`config.mk`:
```
export PLATFORM = sky130hd
export DESIGN_NAME = ram_arbiter
export DESIGN_NICKNAME = d
export VERILOG_FILES = /design/src/rtl/ram_arbiter_pkg.sv /design/src/rtl/ram_mux.sv /design/src/rtl/ram_arbiter.sv
export SDC_FILE = /design/constraint.sdc
export NUM_CORES = 1
export LEC_CHECK = 0
export CAP_MARGIN = 5
export CORE_MARGIN = 2
export CORE_UTILIZATION = 43
export CTS_BUF_LIST = sky130_fd_sc_hd__clkbuf_8
export CTS_CLUSTER_DIAMETER = 80
export DETAILED_ROUTE_END_ITERATION = 7
export PLACE_DENSITY = 0.86
export SKIP_LAST_GASP = 1
export SYNTH_ARGS = -nofsm -noshare
export SYNTH_HDL_FRONTEND = slang
export SYNTH_HIERARCHICAL = 1
export SYNTH_SLANG_ARGS = --single-unit
export TNS_END_PERCENT = 20
```
`constraint.sdc`:
```
create_clock -name clk -period 2.4 [get_ports clk]
set_clock_uncertainty 0.05 [all_clocks]
set_input_delay 0.24 -clock clk [delete_from_list [all_inputs] [get_ports clk]]
set_output_delay 0.24 -clock clk [all_outputs]
set_load 0.01 [all_outputs]
```
`src/rtl/ram_arbiter_pkg.sv`:
```
// Shared definitions for the debug/CPU RAM arbiter.
//   arb_state_e : arbiter FSM state encoding
//   GapCntW     : width of the post-access CPU gap down-counter
package ram_arbiter_pkg;

    typedef enum logic [2:0] {
        StIdle,
        StHold,
        StAccess,
        StDone,
        StGap
    } arb_state_e;

    localparam int unsigned GapCntW = 4;

endpackage

```
`src/rtl/ram_mux.sv`:
```
// Combinational RAM address/data/strobe mux for the debug arbiter.
// Ports:
//   clk                    in  system clock, used to form the write strobe
//   state                  in  current arbiter state
//   dbg_wr/addr/wdata      in  latched debug access
//   cpu_addr/we/oe/dout    in  CPU-side RAM controls
//   ram_addr/wdata/we/oe   out RAM-side controls
module ram_mux
    import ram_arbiter_pkg::*;
(
    input  logic        clk,
    input  arb_state_e  state,
    input  logic        dbg_wr,
    input  logic [15:0] dbg_addr,
    input  logic [7:0]  dbg_wdata,
    input  logic [15:0] cpu_addr,
    input  logic        cpu_we,
    input  logic        cpu_oe,
    input  logic [7:0]  cpu_dout,
    output logic [15:0] ram_addr,
    output logic [7:0]  ram_wdata,
    output logic        ram_we,
    output logic        ram_oe
);

    always_comb begin
        ram_addr  = cpu_addr;
        ram_wdata = cpu_dout;
        ram_we    = 1'b0;
        ram_oe    = 1'b0;
        case (state)
            StIdle, StGap: begin
                // Write strobe is the high phase of the clock, as on the CPU side.
                ram_we = clk & cpu_we;
                ram_oe = cpu_oe;
            end
            StHold: begin
                ram_addr = dbg_addr;
                ram_oe   = ~dbg_wr;
            end
            StAccess: begin
                ram_addr  = dbg_addr;
                ram_wdata = dbg_wdata;
                ram_we    = clk & dbg_wr;
                ram_oe    = ~dbg_wr;
            end
            default: begin
                // StDone: RAM is quiet for one cycle while the CPU is still held.
            end
        endcase
    end

endmodule

```
`src/rtl/ram_arbiter.sv`:
```
// Debug-port RAM arbiter: steals RAM cycles from the CPU by asserting hold.
// Ports:
//   clk, rst_n             in  clock, asynchronous active-low reset
//   cpu_addr/we/oe/dout    in  CPU-side RAM controls
//   dbg_req/wr/addr/wdata  in  debug request (level) and access, sampled at accept
//   ram_rdata              in  RAM read data
//   hold                   out freezes CPU clock enables (registered)
//   ram_addr/wdata/we/oe   out RAM-side controls
//   dbg_ack                out one-cycle completion pulse
//   dbg_rdata              out debug read result
module ram_arbiter
    import ram_arbiter_pkg::*;
#(
    parameter int unsigned MIN_CPU_GAP = 1
) (
    input  logic        clk,
    input  logic        rst_n,
    input  logic [15:0] cpu_addr,
    input  logic        cpu_we,
    input  logic        cpu_oe,
    input  logic [7:0]  cpu_dout,
    input  logic        dbg_req,
    input  logic        dbg_wr,
    input  logic [15:0] dbg_addr,
    input  logic [7:0]  dbg_wdata,
    input  logic [7:0]  ram_rdata,
    output logic        hold,
    output logic [15:0] ram_addr,
    output logic [7:0]  ram_wdata,
    output logic        ram_we,
    output logic        ram_oe,
    output logic        dbg_ack,
    output logic [7:0]  dbg_rdata
);

    arb_state_e         state_q;
    logic [GapCntW-1:0] gap_cnt_q;
    logic               hold_q;
    logic               ack_q;
    logic [7:0]         rdata_q;
    logic               wr_q;
    logic [15:0]        addr_q;
    logic [7:0]         wdata_q;
    logic               mux_we;

    // GAP occupies exactly MIN_CPU_GAP cycles; a request that is still held
    // is then accepted from the following IDLE cycle.
    always_ff @(posedge clk or negedge rst_n) begin
        if (!rst_n) begin
            state_q   <= StIdle;
            gap_cnt_q <= '0;
            hold_q    <= 1'b0;
            ack_q     <= 1'b0;
            rdata_q   <= 8'h00;
            wr_q      <= 1'b0;
            addr_q    <= 16'h0000;
            wdata_q   <= 8'h00;
        end else begin
            case (state_q)
                StIdle: begin
                    if (dbg_req && (gap_cnt_q == '0)) begin
                        wr_q    <= dbg_wr;
                        addr_q  <= dbg_addr;
                        wdata_q <= dbg_wdata;
                        hold_q  <= 1'b1;
                        state_q <= StHold;
                    end
                end
                StHold: begin
                    state_q <= StAccess;
                end
                StAccess: begin
                    if (!wr_q) begin
                        rdata_q <= ram_rdata;
                    end
                    ack_q   <= 1'b1;
                    state_q <= StDone;
                end
                StDone: begin
                    ack_q  <= 1'b0;
                    hold_q <= 1'b0;
                    if (MIN_CPU_GAP > 0) begin
                        gap_cnt_q <= GapCntW'(MIN_CPU_GAP);
                        state_q   <= StGap;
                    end else begin
                        state_q <= StIdle;
                    end
                end
                StGap: begin
                    if (gap_cnt_q <= GapCntW'(1)) begin
                        gap_cnt_q <= '0;
                        state_q   <= StIdle;
                    end else begin
                        gap_cnt_q <= gap_cnt_q - GapCntW'(1);
                    end
                end
                default: begin
                    state_q <= StIdle;
                end
            endcase
        end
    end

    ram_mux u_ram_mux (
        .clk       (clk),
        .state     (state_q),
        .dbg_wr    (wr_q),
        .dbg_addr  (addr_q),
        .dbg_wdata (wdata_q),
        .cpu_addr  (cpu_addr),
        .cpu_we    (cpu_we),
        .cpu_oe    (cpu_oe),
        .cpu_dout  (cpu_dout),
        .ram_addr  (ram_addr),
        .ram_wdata (ram_wdata),
        .ram_we    (mux_we),
        .ram_oe    (ram_oe)
    );

    // Keep the write strobe dead for the whole reset pulse, not just after
    // the state register has settled.
    assign ram_we    = mux_we & rst_n;
    assign hold      = hold_q;
    assign dbg_ack   = ack_q;
    assign dbg_rdata = rdata_q;

endmodule

```
==> results.yml <==
yosys:
  async_flop_share_pct: 100.0
  synth_adder_area_share_pct: 1.120
  synth-xor-area-share_pct: 0.7839
  seq_area_frac_synth_pct: 47.03
  avgSynthCellArea_sq_um: 14.05
  synth_edf_count: 0
  yosys_warnings: 6
  muxShareOfSynthArea_pct: 34.66
  syn_inst: 159
  synth_area_sq_mm: 0.002235
  yosysMostFrequentCell: "dfrtp_1"
  synth_common_cells: "42 x dfrtp_1, 30 x mux2_4, 27 x mux2_2"
  synth_top_family_by_area: "multiplexers"
  synth_top_cell_area_share_pct: 47.03
  synthTopCellsByArea: "dfrtp_1 47%, mux2_4 20%, mux2_2 14%"
  synth_simple_gate_area_share_pct: 9.966
  syn_nets: 223
  ys_seq_elements: 42
  synth_compound_area_share_pct: 3.807
  yosysTopAreaCell: "dfrtp_1"
  synth_ff_type: "dfrtp_1"
  synth.distinct_cells: 33
power_and_ir_drop:
  p_per_area_mw_per_mm2: 1350
  p_int_mw: 3.211
  switchingPower_mw: 1.502
  p_leak_nw: 1.608
  combPwrFrac_pct: 58.2
  vdd_drop_max_mv: 0.5717
  p_clk_share_pct: 14.8
  seqPwrFrac_pct: 27.0
  sw_frac_of_total_pct: 31.87
setup_path:
  path_cells: "xnor2_1, nor2_4, buf_12, mux2_2, clkdlybuf4s50_1"
  cp_top_family: "buffers and inverters"
  start_kind: "register"
  cp.buffers_inverters: 2
  cp.arrival_ps: 2110
  slowest_stage: "clkdlybuf4s50_1"
  critical_path.max_stage_delay_ps: 480
  rrSetupSlack_ps: 270
  worst_setup_path_end_kind: "output pin"
  crit_type: "reg -> out"
  cp_max_fo: 16
  cp.required_ps: 2110
route:
  wirelength_mm: 4.979
  post_drt_wl_per_cell_um: 14.60
  drc: 0
  vias: 1679
  via_per_inst: 4.924
  drt_iter0_markers: 51
  drt_pass1_iterations: 4
  ant_nets: 0
floorplanning:
  initial_core_util_pct: 44.03
  die_h_um: 76.09
  die_w_um: 76.09
  design.core.area_sq_mm: 0.005075
  boundaryPins: 98
  dieArea_sq_mm: 0.005790
  num_rows: 26
job:
  drv_cap: 0
place:
  dp_slack_ps: 194.2
  place_hpwl_mm: 3.691
  place_congestion: 0.8077
  portBuffers: 97
  dp_cells: 326
timing:
  max_slew_margin_pct: 62.88
  finalHoldViolations: 0
  period_minus_slack_ps: 2396
  fin_ws_ps: 4.482
  fin_tns_setup_ps: 0
  setup_viol: 0
  fin_crit_sh_pct: 99.81
  fmax_ghz: 0.4174
  rsz0062_at_grt: "yes"
  tightest_slew_ps: 554.5
  slew_viol_final: 0
run_status:
  status: "completed"
cells_and_area:
  fin_nets: 334
  stdcell_count: 341
  area_growth_pct: 56.22
  drive_gt1_share_pct: 31.73
  fillers: 389
  num_antenna_cells: 0
hold_path:
  min_path_type: "in -> async"
global_route:
  grt_remaining_overflow: 0
  grt_usage_pct: 18.31
  antenna_found_initial: 0
  grt_pass1_wl_mm: 8.335
  grt_max_degree: 43
  first_global_vias: 1757
clock_tree:
  cts_tree: "built"
  clk_latency_ps: 390
  cts.clk_slew.worst_paths_ps: 80
[worst reg2reg max path, delay by kind of cell (launching register included)]
family,cells,cell delay [ps]
multiplexers,1,460
AND/OR/NAND/NOR,3,760
buffers and inverters,1,80
flip-flops,1,440
adder cells (fa/ha/maj),1,230
[registers in the layout, indices dropped and copies added, names as in the netlist]
register	count
addr_q	16
dbg_rdata	8
wdata_q	8
gap_cnt_q	4
state_q	3
dbg_ack	1
hold	1
wr_q	1
[layer usage]
| layer | share of wire (%) | routed length (um) | track usage (%) | vias up |
|---|---|---|---|---|
| li1 | - | - | - | 795 |
| met1 | 43 | 2148 | 21.57 | 817 |
| met2 | 50 | 2503 | 30.09 | 64 |
| met3 | 5.5 | 275 | 6.280 | 3 |
| met4 | 1.0 | 51 | 8.727 | 0 |
| met5 | 0 | 0 | 0 | - |
[cell usage in the layout, fill, tap and decap left out, types with 2 or more instances in the layout]
master | netlist | final
dfrtp_1 | 42 | 41
nor2_1 | 6 | 6
clkdlybuf4s50_1 | 0 | 91
dlygate4sd2_1 | 0 | 2
nor2b_1 | 2 | 2
clkbuf_8 | 0 | 8
ha_1 | 2 | 2
mux2_4 | 30 | 30
clkinv_2 | 0 | 2
inv_1 | 3 | 3
mux2_2 | 27 | 27
nand2_1 | 7 | 7
xnor2_1 | 2 | 2
nand2b_1 | 2 | 2
dlymetal6s2s_1 | 0 | 3
nor3_1 | 2 | 2
buf_4 | 0 | 7
o21ai_0 | 7 | 7
o311ai_0 | 2 | 2
mux2i_1 | 2 | 2
a21oi_1 | 3 | 3
[worst paths after layout]
check | from | endpoint | depth (start not counted)
min in group clk | dbg_wdata[0] | wdata_q[0] | 2
max in group asynchronous | rst_n | state_q[2] | 3
setup reg to reg | gap_cnt_q[0] | addr_q[10] | 6
setup / recovery | state_q[0] | ram_addr[15] | 5
hold / removal | rst_n | wr_q | 3
hold reg to reg | wdata_q[2] | wdata_q[2] | 1
[power groups by stage]
stage	combinational (mW)	clock, mW	sequential [mW]
global route	2.91	0.762	1.32
detailed placement	2.72	0.0238	1.29
floorplan	1.63	0.0150	1.27
global placement	2.65	0.0238	1.27
CTS	2.72	0.717	1.28
finish	2.74	0.699	1.27
[kinds of logic (layout without fill, tap and decap cells)]
kind of cell	count (synthesis)	after routing
buffers and inverters	9	121
AO/OA/AOI/OAI	14	14
multiplexers	59	59
flip-flops	42	42
adder cells (fa/ha/maj)	2	2
XOR/XNOR	2	2
AND/OR/NAND/NOR	31	31
[cell type report]
class | instances | area (sq um) | share of cell area [%]
Clock buffer | 9 | 118.9 | 3.405
Clock inverter | 3 | 40.04 | 1.147
Inverter | 3 | 11.26 | 0.3226
Multi-Input combinational cell | 108 | 1125 | 32.22
Sequential cell | 42 | 1052 | 30.14
Tap cell | 70 | 87.58 | 2.509
Timing Repair Buffer | 106 | 1056 | 30.25
[metrics by stage]
stage | power (mW) | util, % | hold slack, ps | instance area [sq um]
after floorplan | 2.920 | - | -105.6 | 2235
after global placement | 3.946 | 64.99 | 301.5 | 3298
after detailed placement | 4.041 | 64.99 | 301.1 | 3298
after CTS | 4.723 | 68.12 | 391.1 | 3457
after global routing | 4.991 | 68.79 | 384.8 | 3491
final | 4.712 | 68.79 | 388.4 | 3491
[timing repair]
item,4_1_cts,5_1_grt
endpoints found under the setup margin,18,24
endpoints found under the hold margin,42,0
hold buffers,1,0
resized for setup,3,4
buffers inserted,0,3
(Power assumes the default switching activity.)
